<file path="src/rtl/store_narrow_rmw_pkg.sv">
// Shared definitions for the narrow-store read-modify-write path:
// size encodings, controller states and the wait-counter sizing.
package store_narrow_rmw_pkg;

  // Store size encodings as presented on req_size (2'b11 is illegal).
  localparam logic [1:0] SZ_BYTE = 2'b00;
  localparam logic [1:0] SZ_HALF = 2'b01;
  localparam logic [1:0] SZ_WORD = 2'b10;

  // Largest supported memory read latency; sizes the wait counter.
  localparam int unsigned MAX_MEM_LAT = 4;
  localparam int unsigned LAT_CNT_W   = $clog2(MAX_MEM_LAT);

  // Controller states; dispatch happens directly out of IDLE.
  typedef enum logic [2:0] {
    ST_IDLE  = 3'd0,
    ST_READ  = 3'd1,
    ST_WAIT  = 3'd2,
    ST_WRITE = 3'd3,
    ST_DONE  = 3'd4
  } state_e;

  // A request is rejected when its size is illegal or its address is not
  // naturally aligned for that size. Bytes are always aligned.
  function automatic logic is_misaligned(input logic [1:0] size,
                                         input logic [1:0] off);
    logic bad;
    case (size)
      SZ_BYTE: bad = 1'b0;
      SZ_HALF: bad = off[0];
      SZ_WORD: bad = (off != 2'b00);
      default: bad = 1'b1;
    endcase
    return bad;
  endfunction

endpackage

</file>
<file path="src/rtl/store_narrow_rmw_byte_lane_merge.sv">
// Little-endian lane merge: overlays the low byte/halfword of a register
// value onto an existing memory word at the lane(s) chosen by addr_lo.
// Purely combinational so the load path can reuse it for lane selection.
module byte_lane_merge
  import store_narrow_rmw_pkg::*;
(
  input  logic [31:0] old_word,
  input  logic [31:0] req_data,
  input  logic [1:0]  size,
  input  logic [1:0]  addr_lo,
  output logic [31:0] merged
);

  // Start from the old word and replace only the lanes being stored.
  always_comb begin
    merged = old_word;
    case (size)
      SZ_BYTE: begin
        merged[{addr_lo, 3'b000} +: 8] = req_data[7:0];
      end
      SZ_HALF: begin
        if (addr_lo[1]) begin
          merged[31:16] = req_data[15:0];
        end else begin
          merged[15:0] = req_data[15:0];
        end
      end
      SZ_WORD: begin
        merged = req_data;
      end
      default: begin
        merged = old_word;
      end
    endcase
  end

endmodule

</file>
<file path="src/rtl/store_narrow_rmw.sv">
// Store narrowing unit: byte/halfword stores are performed as a
// read-modify-write of the containing word, word stores go straight to a
// write, and misaligned or illegal requests complete with misalign set
// without touching memory. Every output is a register.
module store_narrow_rmw
  import store_narrow_rmw_pkg::*;
#(
  parameter int unsigned MEM_LAT = 1
) (
  input  logic        clk,
  input  logic        rst_n,
  input  logic        req_valid,
  output logic        req_ready,
  input  logic [31:0] req_addr,
  input  logic [31:0] req_data,
  input  logic [1:0]  req_size,
  output logic        done,
  output logic        misalign,
  output logic        mem_en,
  output logic        mem_we,
  output logic [29:0] mem_addr,
  output logic [31:0] mem_wdata,
  input  logic [31:0] mem_rdata
);

  // Wait-counter value of the last WAIT cycle, where read data is valid.
  localparam logic [LAT_CNT_W-1:0] LAST_WAIT = LAT_CNT_W'(MEM_LAT - 1);

  state_e               state_r;
  logic [LAT_CNT_W-1:0] wait_cnt_r;
  logic [31:0]          data_r;
  logic [1:0]           size_r;
  logic [1:0]           off_r;
  logic [31:0]          merged_s;
  logic                 accept_s;
  logic                 reject_s;

  // req_ready is a registered copy of (state == IDLE), so this is the handshake.
  assign accept_s = req_valid && req_ready;
  assign reject_s = is_misaligned(req_size, req_addr[1:0]);

  // Read data is only consumed on the last WAIT cycle; other cycles ignore it.
  byte_lane_merge u_merge (
    .old_word (mem_rdata),
    .req_data (data_r),
    .size     (size_r),
    .addr_lo  (off_r),
    .merged   (merged_s)
  );

  // Controller: state sequencing plus registered handshake and memory outputs.
  always_ff @(posedge clk or negedge rst_n) begin
    if (!rst_n) begin
      state_r    <= ST_IDLE;
      wait_cnt_r <= '0;
      data_r     <= 32'h0000_0000;
      size_r     <= SZ_BYTE;
      off_r      <= 2'b00;
      req_ready  <= 1'b1;
      done       <= 1'b0;
      misalign   <= 1'b0;
      mem_en     <= 1'b0;
      mem_we     <= 1'b0;
      mem_addr   <= 30'h0000_0000;
      mem_wdata  <= 32'h0000_0000;
    end else begin
      case (state_r)
        ST_IDLE: begin
          if (accept_s) begin
            data_r    <= req_data;
            size_r    <= req_size;
            off_r     <= req_addr[1:0];
            req_ready <= 1'b0;
            if (reject_s) begin
              state_r  <= ST_DONE;
              done     <= 1'b1;
              misalign <= 1'b1;
            end else if (req_size == SZ_WORD) begin
              state_r   <= ST_WRITE;
              mem_en    <= 1'b1;
              mem_we    <= 1'b1;
              mem_addr  <= req_addr[31:2];
              mem_wdata <= req_data;
            end else begin
              state_r  <= ST_READ;
              mem_en   <= 1'b1;
              mem_we   <= 1'b0;
              mem_addr <= req_addr[31:2];
            end
          end
        end
        ST_READ: begin
          state_r    <= ST_WAIT;
          mem_en     <= 1'b0;
          wait_cnt_r <= '0;
        end
        ST_WAIT: begin
          if (wait_cnt_r == LAST_WAIT) begin
            state_r   <= ST_WRITE;
            mem_en    <= 1'b1;
            mem_we    <= 1'b1;
            mem_wdata <= merged_s;
          end else begin
            wait_cnt_r <= wait_cnt_r + LAT_CNT_W'(1);
          end
        end
        ST_WRITE: begin
          state_r <= ST_DONE;
          mem_en  <= 1'b0;
          mem_we  <= 1'b0;
          done    <= 1'b1;
        end
        ST_DONE: begin
          state_r   <= ST_IDLE;
          done      <= 1'b0;
          misalign  <= 1'b0;
          req_ready <= 1'b1;
        end
        default: begin
          state_r   <= ST_IDLE;
          done      <= 1'b0;
          misalign  <= 1'b0;
          mem_en    <= 1'b0;
          mem_we    <= 1'b0;
          req_ready <= 1'b1;
        end
      endcase
    end
  end

endmodule

</file>
<file path="config.mk">
export PLATFORM = sky130hd
export DESIGN_NAME = store_narrow_rmw
export DESIGN_NICKNAME = d
export VERILOG_FILES = /design/src/rtl/store_narrow_rmw_pkg.sv /design/src/rtl/store_narrow_rmw_byte_lane_merge.sv /design/src/rtl/store_narrow_rmw.sv
export SDC_FILE = /design/constraint.sdc
export NUM_CORES = 1
export LEC_CHECK = 0
export CORE_MARGIN = 1.5
export CORE_UTILIZATION = 30
export DETAILED_ROUTE_END_ITERATION = 12
export PLACE_DENSITY = 0.55
export REMOVE_ABC_BUFFERS = 1
export SYNTH_ARGS = -nofsm -noshare
export SYNTH_HDL_FRONTEND = slang
export SYNTH_SLANG_ARGS = --single-unit
</file>
<file path="constraint.sdc">
create_clock -name clk -period 8.25 [get_ports clk]
set_input_delay 1.65 -clock clk [delete_from_list [all_inputs] [get_ports clk]]
set_output_delay 1.65 -clock clk [all_outputs]
set_load 0.01 [all_outputs]
</file>
* Word level (Yosys, flattened, before mapping)
Cells that the tools add are included.
W data, S select, Z words.
** Word-level totals
- Bits of input ports :: 101
- Flip-flop bits (word level) :: 108
- Logic and storage cells :: 87
** Operators by class
- Reductions and logical operators :: 21
- Equal/unequal tests :: 14
- Shift operators :: 2
- Bitwise gates (word level) :: 5
- Add/subtract/negate cells :: 2
- Mux-type cells :: 31
** Operator list (number)
- $mux W32 :: 4
- $pmux W32 S3 :: 1
- $pmux W32 S2 :: 1
- $bwmux W32 :: 1
- $mux W16 :: 2
- $shift A8 B7 Y32 const A :: 1
- $shiftx A8 B7 Y32 :: 1
- $ne A2 B2 Y1 const B :: 6
- $pmux W1 S3 :: 4
- $pmux W3 S4 :: 1
- $mux W1 :: 9
- $mux W3 :: 3
- $reduce_and A3 Y1 :: 3
- $reduce_and A2 Y1 :: 4
- $reduce_and A4 Y1 :: 2
- $neg A5 Y7 :: 1
- $eq A3 B2 Y1 const B :: 2
- $logic_not A2 Y1 :: 3
- $reduce_bool A2 Y1 :: 3
- $not A1 Y1 :: 5
- $reduce_and A5 Y1 :: 1
- $eq A2 B1 Y1 const B :: 2
- $eq A2 B2 Y1 const B :: 2
- $mux W2 :: 2
- other kinds (9) :: 11

* Longest topological paths before layout
Gate-level depths: netlist of the first run.
- Depth in word-level cells :: 6
- Depth in mapped cells :: 9

* Cells and area by module
Synthesis of the first run repeated with hierarchy kept, for this count alone.
** Unflattened totals
- Cells, all modules :: 530
- Area, all modules :: 6184.7 µm²
** By module, submodules not included
- store_narrow_rmw :: cells each 301, instances 1, area an instance 4541.9 µm²
- byte_lane_merge :: cells each 229, instances 1, area an instance 1642.8 µm²

* Worst setup path before layout of the first run
No wires, ideal clock.
- Path kind :: input -> register
- Start :: input req_size[0]
- End :: register mem_wdata[15]
- Slack :: 4.833 ns
- Buffers on the path :: 2
- Stages on the path :: 6
- Arrival time :: 3.291 ns
- Library setup time :: 0.126 ns
- Cells stage by stage :: or4b_4 o31a_4 or2_1 buf_6 buf_8 a221o_1
** Between the ends
- Cells in the longest elaborated chain, start to end :: 4
** Ends and longest elaborated chain
- start: declaration :: RTL line store_narrow_rmw.sv:16 : input logic [1:0] req_size,
- $eq A2 B2 Y1, or another cell as far along :: RTL line store_narrow_rmw_pkg.sv:28, store_narrow_rmw.sv:78
- $pmux W1 S3 :: RTL line store_narrow_rmw_pkg.sv:28 : case (size)
- $ne A2 B2 Y1 (no line)
- $reduce_and A5 Y1 (no line) *
- end signal: assignment :: RTL line store_narrow_rmw.sv:83 : mem_wdata <= req_data;
- end signal: assignment :: RTL line store_narrow_rmw.sv:102 : mem_wdata <= merged_s;
- end: declaration :: RTL line store_narrow_rmw.sv:22 : output logic [31:0] mem_wdata,
Every way passes the cells marked *; elsewhere a longest branch is shown, timed or not.
A chain may end at the register's enable or synchronous reset.

* Worst setup path after layout of the first run
- Start :: input req_size[1]
- End :: register mem_wdata[12]
Same word-level chain as after synthesis.

==> results of run 1 <==
==> cells in the mapped netlist (2+ instances only) <==
| library cell | number |
|---|---|
| a21o_1 | 10 |
| o21bai_1 | 2 |
| or2_2 | 3 |
| and3_1 | 8 |
| buf_6 | 2 |
| nor4_1 | 2 |
| mux2i_1 | 10 |
| nand4_1 | 8 |
| nand2_1 | 46 |
| and3b_1 | 9 |
| and2_1 | 10 |
| a221o_1 | 8 |
| nand3_1 | 10 |
| a22o_1 | 2 |
| a221oi_1 | 16 |
| o211ai_1 | 9 |
| mux2_2 | 73 |
| nor2_1 | 18 |
| nor2b_1 | 24 |
| buf_2 | 5 |
| ha_1 | 6 |
| buf_1 | 6 |
| a2111oi_0 | 8 |
| o21ai_0 | 50 |
| or4b_2 | 8 |
| nand2b_1 | 11 |
| nand4bb_1 | 2 |
| o31ai_1 | 7 |
| clkbuf_1 | 34 |
| o221ai_1 | 14 |
| nor4bb_1 | 2 |
| dfrtp_1 | 107 |
| inv_1 | 23 |
| a21oi_1 | 6 |
| nor3_1 | 12 |
| a221o_2 | 6 |
==> worst paths after layout <==
kind / cells after the start / start / endpoint / slack, ns
max reg2reg: 6 / size_r[1] / mem_wdata[6] / 5.73
min in group asynchronous: 1 / rst_n / misalign / 1.25
max in group asynchronous: 2 / rst_n / mem_wdata[17] / 5.63
min reg2reg: 1 / mem_addr[3] / mem_addr[3] / 0.50
max: 5 / req_size[1] / mem_wdata[12] / 4.33
min: 1 / mem_addr[3] / mem_addr[3] / 0.50
==> metal layers <==
layer,vias to the layer above,wire (um)
met5,-,0
met4,0,338
met3,22,903
met2,173,9550
met1,2681,8880
li1,2471,-
==> critical path: stages <==
cell             delay (ns)
clkdlybuf4s50_1        0.51
or4b_4                 0.52
o31a_4                 0.43
or2_1                  0.54
a221o_2                0.50
==> per-stage QoR <==
stage / power [W] / util
final: 0.00317 / 0.424
after floorplan: 0.00192 / -
after detailed placement: 0.00266 / 0.406
after CTS: 0.00319 / 0.424
after global placement: 0.00261 / 0.406
after global routing: 0.00337 / 0.424
==> registers in the layout (all words and copies together) (netlist names), 2 cells and up <==
name and count:
data_r 32, mem_addr 30, mem_wdata 32, off_r 2, size_r 2, state_r 3, wait_cnt_r 2
==> cells by family (layout without fill, tap and decap cells) <==
family                   count (synthesis)  in the layout  share of synthesized area
multiplexers                            83             83                      0.151
adder cells (fa/ha/maj)                  6              6                     0.0123
buffers and inverters                   71            218                     0.0491
AO/OA/AOI/OAI                          145            145                      0.173
flip-flops                             108            108                      0.444
AND/OR/NAND/NOR                        180            180                      0.169
==> area by class of cell <==
class,count,area [um^2],share of cell area
multi-input combinational,414,3100,0.372
tap,265,332,0.0398
clock buffer,12,256,0.0308
clock inverter,4,95.1,0.0114
inverter,23,86.3,0.0104
timing repair buffer,179,1760,0.211
sequential,108,2710,0.325
==> power groups by stage <==
| stage | Clock (W) | Sequential [W] | Combinational (W) |
|---|---|---|---|
| 2_1_floorplan | 0 | 0.00109 | 0.000826 |
| 3_3_place_gp | 0 | 0.000998 | 0.00161 |
| 3_5_place_dp | 0 | 0.00101 | 0.00165 |
| 4_1_cts | 0.000527 | 0.00100 | 0.00166 |
| 5_1_grt | 0.000546 | 0.00104 | 0.00179 |
| 6_report | 0.000517 | 0.00100 | 0.00165 |
==> results, run 1 <==
- The run finished with clean final reports.
- The smallest hold slack is around 0.5 ns.
- At the later pin of the worst-skew pair, clock insertion delay measures 0.36 ns.
- The number of max-slew violations in the final report is 0.
- Of the total power, combinational logic draws 0.521.
- Cell internal power was estimated by the tool at 0.00194 W.
- The cell sitting at the root of the clock tree is a clkbuf_16.
- The number of I/O port buffers is ~170.
- The via count of the first global-routing pass is about 5500.
- The final non-filler cell total is 1005.
- The gate count after technology mapping is 593.
- Of all flip-flops after synthesis, the portion carrying an async set or reset was 1.00.
- The arrival time reported for the critical path endpoint is 4.16 ns.
- Counting the fill cells in the layout gives 1932.
- The critical path endpoint category is a flip-flop.
- Across the run, the number of max-cap violations was 0.
- The HPWL after detailed placement is about 14000 um.
- Clock tree synthesis inserted a total of 9 buffers.
- The sequential fraction of design power is 0.316.
- The share of total power dissipated in the clock network is 0.163.
- In the finished design, the share of the clock period the worst path needs comes to 0.475.
- The library cell used most frequently in the layout, excluding fill and tap cells, is clkdlybuf4s50_1.
- Wires add up to 19700 um.
- The count of flip-flops with a built-in enable after synthesis is 0.
- The count of final hold-check violations is 0.
- Post-CTS timing repair inserted 0 buffers for setup.
- The highest net fanout along the worst path is 25.
- The switching portion of total power is 0.388.
- VDD sags by at most 106 uV.
- The maximum clock path buffer count is 2.
- Static timing analysis puts the maximum clock frequency at about 260 MHz.
- After detailed routing, the number of remaining DRC violations is 0.
- The initial core utilization is 0.310.
- The main flop type after synthesis is dfrtp_1.
- The highest-utilization routing layer at the global route stage is met2.
- From synthesis to final layout, the design area changed by 36.8%.
- The number of distinct standard cells referenced by the synthesized netlist is 52.
- After global routing the overflow that remains totals 0.
- The congestion estimate from routability-driven global placement came to just over 0.8.
- Yosys attributes the largest share of cell area to dfrtp_1 (44%), mux2_2 (14%), o21ai_0 (4.1%).
- Before CTS, the worst setup slack after placement is roughly 4.0 ns.
- The number of gates resized after cts is 0.
- Setup repair after global routing left no endpoint under its margin.
- The tree built by TritonCTS fans out to 108 sinks.
- The TritonCTS clock tree is yes.
- Entering global routing, the biggest net connects 76 pins.
- In the final layout, the share of cells above drive strength 1 is 0.170.
- The cell area after technology mapping is 6090 um^2.
- For the pin with the worst max-slew slack, the measured transition is roughly 1.2 ns.
- The area enclosed by the die boundary is 21200 um^2.
- The worst setup path is of the input pin to flip-flop kind.
- After detailed routing, the number of vias per cell comes to 5.32.
- The cell area after layout is 8330 um^2.
- In the global route stage, met1 resource usage came out at 0.245.
- The number of levels in the clock H-tree is 3.
- The final antenna diode count is 0.
- The starting DRC count in detailed routing is 442.
- The via total after detailed routing is about 5300.
- In this run, synthesis produced a sequential element count of 108.
- Setup violations remaining at the end of the flow were counted as 0.
- STA classifies the critical path startpoint as an input pin.
- The final clock skew is 0.00565 ns.
- The setup slack of the critical path after layout is between 4 and 5 ns.
- The initial antenna violation count came to 0.
- Clock-pin slew was measured on the worst setup and hold paths at 0.07 ns.
- The count of hold-fix buffers inserted at cts is 0.
- Once placement finished, the instance area stood at around 8000 um^2.
- The first-pass detailed-route iteration total is 5.
- For met2 alone, demand over resource in global routing was 0.305.
- During I/O placement, the number of pins put on the boundary was 168.
- Summed over all instances, the cell type with the most area after synthesis is dfrtp_1.
- The detail-routed net length per standard cell is 19.6 um.
- The worst hold path class is flip-flop to flip-flop.
- In the global route stage, met3 resource usage came out at 0.0288.
- The post-synthesis average cell area is 10.3 um^2.
- The number of warnings reported in the yosys synthesis log is 0.
- In this run the horizontal extent of the chip is about 150 um.
- The wire length of the first global-routing pass is 30700 um.
- The analysis attributes to net switching a power of 0.00123 W.
- The vertical die dimension is around 150 um.
- For this run, the register share of the synthesized area comes to 0.444.
- The required time of the worst setup path is between 8 and 9 ns.
- In this run the standard cell core region covers 19700 um^2.
- The number of placed instances, taps included is around 990.
- Summed over all failing endpoints, the final setup total negative slack is 0 ns.
- Of the post-synthesis cell area, the dominant cell type holds 0.440.
- The post-detailed-route count of antenna-violating nets is 0.
- In the layout the commonest cells are clkdlybuf4s50_1 (166), dfrtp_1 (106), mux2_2 (73), o21ai_0 (50), nand2_1 (46).
- The overall fraction of global-route tracks in use is 0.183.
- In this run the power density over the cells is about 380 nW/um^2.
- The minimum clock period after layout is 3.92 ns.
- The row count is 51.
- The analysis attributes to cell leakage a power of between 3 and 4 nW.
- In the final design database the tool counted around 840 nets.
- In this run the tightest slew margin relative to its limit is 0.158.
Note: power is estimated with default switching activity, not from simulation.
==> run 2, diff against run 1 <==
--- a/config.mk
+++ b/config.mk
@@ -8,7 +8,7 @@
 export CORE_MARGIN = 1.5
 export CORE_UTILIZATION = 30
 export DETAILED_ROUTE_END_ITERATION = 12
-export PLACE_DENSITY = 0.55
+export PLACE_DENSITY = 0.57
 export REMOVE_ABC_BUFFERS = 1
 export SYNTH_ARGS = -nofsm -noshare
 export SYNTH_HDL_FRONTEND = slang
==> constraint.sdc (replaced) <==
create_clock -name clk -period 3.6 [get_ports clk]
set_input_delay 0.72 -clock clk [delete_from_list [all_inputs] [get_ports clk]]
set_output_delay 0.72 -clock clk [all_outputs]
set_load 0.01 [all_outputs]
==> run 2 against run 1 <==
Compared with the run above: flip-flop and latch count unchanged; sequential power grew 140%; power rose by 130%; die area stayed put; clock-buffer cell count fell by 2; global-route usage is 0.20 points higher; largest power group unchanged.
==> results, run 2 (synthesis results as in run 1) <==
- Run status: finished clean (unchanged).
- The final clock skew came to 0.00653 ns (was 0.00565 ns).
- The count of hold-fix buffers inserted at cts is 0 (unchanged).
- The transition time of the tightest slew-check pin came to 1.08 ns (was 1.24 ns).
- The initial core utilization is 0.310 (unchanged).
- The number of placed instances, taps included is 991 (was 989).
- The final total negative setup slack is 0 ns (unchanged).
- The final non-filler cell total was 1007 (was 1005).
- The clock input transition at the sequential cells of the worst setup and hold paths came to 0.08 ns (was 0.07 ns).
- The clock root buffer is clkbuf_16 (unchanged).
- The maximum VDD drop is 389 uV (was 106 uV).
- The largest net degree at the start of global routing was 81 (was 76).
- The share of the clock period used by the worst path is 0.755.
- The HPWL after detailed placement is 13900 um (was 13500 um).
- The average via count per standard cell is 5.25 (was 5.32).
- The total clock sinks was 108 (unchanged).
- Registers with the highest flip-flop counts: data_r (32), mem_wdata (32), mem_addr (30) (unchanged).
- The initial antenna violation count is 0 (unchanged).
- The top-level port count is 168 (unchanged).
- Most frequent cells in the layout: clkdlybuf4s50_1 (166), dfrtp_1 (106), mux2_2 (73), o21ai_0 (50), nand2_1 (46) (unchanged).
- The setup slack of the critical path after layout is 0.881 ns (was 4.33 ns).
- The core footprint came to 19700 um^2 (unchanged).
- The count of final hold-check violations is 0 (unchanged).
- The via total after detailed routing is 5282 (was 5347).
- Derived from the worst setup path, the maximum achievable clock frequency is 368 MHz.
- The vertical die dimension is 145 um (unchanged).
- The total of max-cap violations is 0 (unchanged).
- The leakage power figure is 3.35 nW (was 3.36 nW).
- The cell area after layout is 8320 um^2 (was 8330 um^2).
- The number of max-slew violations in the final report came to 0 (unchanged).
- The smallest clock period supported by the final layout is computed as 2.72 ns.
- The relative max-transition margin is 0.282 (was 0.158).
- RSZ-0062 raised after global routing: false (unchanged).
- The row count is 51 (unchanged).
- The most common cell after layout, fill and taps aside is clkdlybuf4s50_1 (unchanged).
- The number of I/O port buffers is 167 (unchanged).
- The arrival time reported for the critical path endpoint is 2.96 ns (was 4.16 ns).
- The placement-stage cell area is 8010 um^2 (was 7980 um^2).
- The post-detailed-route count of antenna-violating nets is 0 (unchanged).
- The area growth from synthesis to final layout was 36.7% (was 36.8%).
- The required time of the worst setup path is 3.84 ns (was 8.49 ns).
- The number of levels in the clock H-tree is 3 (unchanged).
- The number of gates resized after cts is 0 (unchanged).
- The global route total overflow was 0 (unchanged).
- The DRC violation count after routing is 0 (unchanged).
- The total setup buffers inserted after CTS is 0 (unchanged).
- The final antenna diode count came to 0 (unchanged).
- The final count of negative-setup-slack endpoints is 0 (unchanged).
- The overall fraction of global-route tracks in use is 0.185 (was 0.183).
- The startpoint kind of the worst setup timing path is an input pin (unchanged).
- The share of cells above drive strength 1 came to 0.175 (was 0.170).
- The total routed wirelength was 19600 um (was 19700 um).
- The cell area power density was 859 nW/um^2 (was 380 nW/um^2).
- The highest net fanout along the worst path is 17 (was 25).
- The die extent in x is 145 um (unchanged).
- The post-placement worst setup slack came to 0.487 ns (was 3.98 ns).
- The smallest hold slack is 0.507 ns (was 0.504 ns).
- The final weighted congestion in routability-driven placement is 0.799 (was 0.811).
- The wire length of the first global-routing pass is 31000 um (was 30700 um).
- The via count of the first global-routing pass is 5331 (was 5493).
- The starting DRC count in detailed routing was 332 (was 442).
- The final net count was 844 (was 842).
- The maximum clock path buffer count is 2 (unchanged).
- The critical setup path kind is input pin to flip-flop (unchanged).
- The TritonCTS buffer count came to 9 (unchanged).
- The TritonCTS clock tree is yes (unchanged).
- The critical path endpoint category is a flip-flop (unchanged).
- The latest clock arrival within the worst-skew pair is 0.35 ns (was 0.36 ns).
- The worst hold path class is flip-flop to flip-flop (unchanged).
- The area enclosed by the die boundary is 21200 um^2 (unchanged).
- The detail-routed net length per standard cell is 19.5 um (was 19.6 um).
- The minimum setup slack among reg-to-reg paths is 1.28 ns (was 5.73 ns).
- The first-pass detailed-route iteration total was 4 (was 5).
## run 2: cell types whose count changed in the layout (fill, tap and decap cells not counted), sizes merged
cell | previous run | this run
buf | 13 | 15
clkinvlp | 0 | 1
inv | 23 | 25
clkbuf | 12 | 10
bufinv | 3 | 1
clkinv | 1 | 2
## run 2: layer usage
| layer | GRT usage | part of all wire | routed length (um) | vias up |
|---|---|---|---|---|
| met5 | 0 | 0 | 0 | - |
| met3 | 0.0251 | 0.038 | 738 | 19 |
| met4 | 0.0582 | 0.017 | 324 | 0 |
| met1 | 0.253 | 0.46 | 9010 | 2655 |
| li1 | - | - | - | 2478 |
| met2 | 0.304 | 0.49 | 9520 | 130 |
## run 2: area by class of cell
type                            count  area, um^2
Multi-Input combinational cell    414        3100
Timing Repair Buffer              181        1790
Sequential cell                   108        2710
Clock buffer                       10         239
Inverter                           23        86.3
Clock inverter                      6        71.3
Tap cell                          265         332
Fill cell                        1953       11300
## run 2: final timing paths
check                              start             to  cells after the start
setup / recovery             req_addr[1]   mem_wdata[9]                      5
hold reg to reg              mem_addr[5]    mem_addr[5]                      1
hold / removal               mem_addr[5]    mem_addr[5]                      1
min in group asynchronous          rst_n   mem_addr[25]                      1
max in group asynchronous          rst_n   mem_addr[19]                      2
setup reg to reg           wait_cnt_r[0]  mem_wdata[18]                      7
## run 2: per-stage QoR
step / total power [W] / util
floorplan: 0.00439 / -
global placement: 0.00600 / 0.407
detailed placement: 0.00612 / 0.407
CTS: 0.00720 / 0.423
global route: 0.00762 / 0.423
finish: 0.00715 / 0.423
## run 2: report_power, final
group	switching (W)	total (W)	internal, W
clock	0.000489	0.00106	0.000567
sequential	0.000584	0.00240	0.00181
combinational	0.00177	0.00370	0.00192
total	0.00285	0.00715	0.00430
## run 2: worst max-delay path: stages
cell	delay, ns
clkdlybuf4s50_1	0.45
or4b_4	0.57
o31a_4	0.29
or2_1	0.44
a221o_2	0.48
==> run 3, diff against run 2 <==
==> constraint.sdc (replaced) <==
create_clock -name clk -period 2.2 [get_ports clk]
set_input_delay 0.44 -clock clk [delete_from_list [all_inputs] [get_ports clk]]
set_output_delay 0.44 -clock clk [all_outputs]
set_load 0.01 [all_outputs]
==> run 3 against run 2 <==
Compared with the run above: clock-buffer cell count is 3 higher; die area did not move; power is 70% higher; highest routed layer unchanged; first-iteration DRC count down 15%.
==> results, run 3 (synthesis results as in run 1) <==
- The origin of the critical flop-to-flop path is off_r[1] (was wait_cnt_r[0]).
- Most frequent cells in the layout: clkdlybuf4s50_1 (162), dfrtp_1 (106), mux2_2 (73), o21ai_0 (50), nand2_1 (46) (was clkdlybuf4s50_1 (166), dfrtp_1 (106), mux2_2 (73), o21ai_0 (50), nand2_1 (46)).
- The die extent in x is 145 um (unchanged).
- The clock input transition at the sequential cells of the worst setup and hold paths is 0.07 ns (was 0.08 ns).
- The row count is 51 (unchanged).
- The startpoint kind of the worst setup timing path is a flip-flop (was input pin).
- The path depth of the worst reg2reg path came to 6 (was 7).
- The arrival time reported for the critical path endpoint is 2.35 ns (was 2.96 ns).
- The total routed wirelength came to 20200 um (was 19600 um).
- The largest net degree at the start of global routing is 52 (was 81).
- The minimum clock period after layout is 2.10 ns.
- The transition time of the tightest slew-check pin is 0.691 ns (was 1.08 ns).
- Registers with the highest flip-flop counts: data_r (32), mem_wdata (32), mem_addr (30) (unchanged).
- The routing usage on met3 was 0.0292 (was 0.0251).
- The top-level port count is 168 (unchanged).
- The first-pass detailed-route iteration total is 5 (was 4).
- The final antenna diode count came to 0 (unchanged).
- The latest clock arrival within the worst-skew pair is 0.36 ns (was 0.35 ns).
- The highest net fanout along the worst path is 8 (was 17).
- The core footprint was 19700 um^2 (unchanged).
- The TritonCTS buffer count is 9 (unchanged).
- The cell area power density came to 1410 nW/um^2 (was 859 nW/um^2).
- The vertical die dimension is 145 um (unchanged).
- The relative max-transition margin is 0.538 (was 0.282).
- The clock root buffer was clkbuf_16 (unchanged).
- The area growth from synthesis to final layout is 41.7% (was 36.7%).
- The maximum VDD drop was 517 uV (was 389 uV).
- The post-detailed-route count of antenna-violating nets is 0 (unchanged).
- The met2 routing resource usage after global routing was 0.309 (was 0.304).
- The initial core utilization is 0.310 (unchanged).
- The required time of the worst setup path was 2.44 ns (was 3.84 ns).
- The global route total overflow is 0 (unchanged).
- Run status: finished clean (unchanged).
- The final count of negative-setup-slack endpoints is 0 (unchanged).
- The via count of the first global-routing pass is 5587 (was 5331).
- The detail-routed net length per standard cell was 19.5 um (about the same).
- The via total after detailed routing is 5477 (was 5282).
- The endpoint of the lowest-slack register-to-register path is mem_wdata[14] (was mem_wdata[18]).
- The global-route track usage on met1 is 0.255 (was 0.253).
- The worst setup path startpoint is off_r[1] (was req_addr[1]).
- The final clock skew is 0.00979 ns (was 0.00653 ns).
- The share of cells above drive strength 1 came to 0.213 (was 0.175).
- The critical path endpoint category is a flip-flop (unchanged).
- The worst hold path class is input pin to asynchronous set/reset pin (was flip-flop to flip-flop).
- The number of max-slew violations in the final report is 0 (unchanged).
- The overall fraction of global-route tracks in use is 0.189 (was 0.185).
- The total clock sinks is 108 (unchanged).
- The count of filler cells inserted in the layout is 1914 (was 1953).
- The starting DRC count in detailed routing is 281 (was 332).
- The total of max-cap violations was 0 (unchanged).
- The most common cell after layout, fill and taps aside is clkdlybuf4s50_1 (unchanged).
- The capture point of the worst path is mem_wdata[14] (was mem_wdata[9]).
- The share of the clock period used by the worst path is 0.956.
- The highest-utilization routing layer at the global route stage is met2 (unchanged).
- The final net count is 871 (was 844).
- The leakage power figure is 3.54 nW (was 3.35 nW).
- The maximum clock path buffer count is 2 (unchanged).
- The DRC violation count after routing is 0 (unchanged).
- The HPWL after detailed placement came to 14300 um (was 13900 um).
- RSZ-0062 raised after global routing: false (unchanged).
- The number of I/O port buffers was 167 (unchanged).
- The number of placed instances, taps included is 1017 (was 991).
- The number of levels in the clock H-tree is 3 (unchanged).
- The average via count per standard cell is 5.30 (was 5.25).
- The final weighted congestion in routability-driven placement is 0.806 (was 0.799).
- The area enclosed by the die boundary was 21200 um^2 (unchanged).
- The initial antenna violation count is 0 (unchanged).
- The smallest hold slack came to 0.0152 ns (was 0.507 ns).
- The TritonCTS clock tree is yes (unchanged).
- The minimum setup slack among reg-to-reg paths is 0.1 ns (was 1.28 ns).
- The final non-filler cell total was 1034 (was 1007).
- The wire length of the first global-routing pass is 31600 um (was 31000 um).
- The critical setup path kind was flip-flop to flip-flop (was input pin to flip-flop).
- The highest clock frequency the design can meet is 475 MHz.
- The count of final hold-check violations came to 0 (unchanged).
## run 3: changes by cell type in the layout (fill, tap and decap cells not counted), moves of 2 or more
cell | before | now
buf_4 | 14 | 35
o31ai_2 | 0 | 2
clkbuf_1 | 0 | 2
dlymetal6s2s_1 | 0 | 4
clkdlybuf4s50_1 | 166 | 162
a2111oi_0 | 8 | 2
or2_4 | 0 | 2
buf_12 | 1 | 4
a2111oi_1 | 0 | 5
o31ai_1 | 7 | 4
## run 3: layout make-up
cell class,instances,area [um^2],share of cell area
Timing Repair Buffer,207,2040,0.237
Tap cell,265,332,0.0384
Multi-Input combinational cell,415,3160,0.366
Sequential cell,108,2710,0.314
Inverter,23,86.3,0.0100
Clock buffer,13,260,0.0302
Clock inverter,3,45.0,0.00522
## run 3: worst min path at each step
stage | start | to | slack [ns] | cells past startpoint
6_report | rst_n | mem_addr[21] | 0.02 | 1
2_1_floorplan | rst_n | data_r[0] | 0.14 | 0
4_1_cts | rst_n | mem_addr[12] | 0.03 | 1
3_5_place_dp | rst_n | mem_addr[21] | 0.41 | 1
3_3_place_gp | rst_n | mem_addr[21] | 0.40 | 1
5_1_grt | rst_n | mem_addr[21] | 0.04 | 1
## run 3: metrics by stage
step	setup TNS, ns	setup WS, ns	utilization	cell area (um^2)	total power [W]
after floorplan	-193.84	-3.91	-	5870	0.00718
after global placement	-11.46	-0.428	0.420	8250	0.0101
after detailed placement	-11.96	-0.441	0.420	8250	0.0103
after CTS	0	0.00621	0.436	8560	0.0121
after global routing	0	0.0131	0.439	8630	0.0130
final	0	0.0957	0.439	8630	0.0122
## run 3: where the power goes
part / switching (W) / internal, W
clock network: 0.000778 / 0.000949
registers: 0.000812 / 0.00297
logic: 0.00322 / 0.00346
total: 0.00481 / 0.00738
## run 3: critical path, cell delays in order (launching register included)
cell,delay [ns]
dfrtp_1,0.38
inv_1,0.08
ha_1,0.32
and4b_2,0.33
a2111oi_1,0.43
nor3_1,0.14
a221o_2,0.31
## run 3: per-layer routing
layer  part of all wire  routed length (um)
met5                  0                   0
met4              0.019                 389
met3              0.048                 961
met2               0.48                9650
met1               0.46                9190
## run 3: what timing repair did
action                                 in CTS  in global routing
hold buffers                                0                  0
setup endpoints to repair                  18                 14
pin swaps                                   3                  8
buffers inserted                            1                  0
resized for setup                           4                 21
endpoints found under the hold margin       0                  0
cloned                                      0                  1
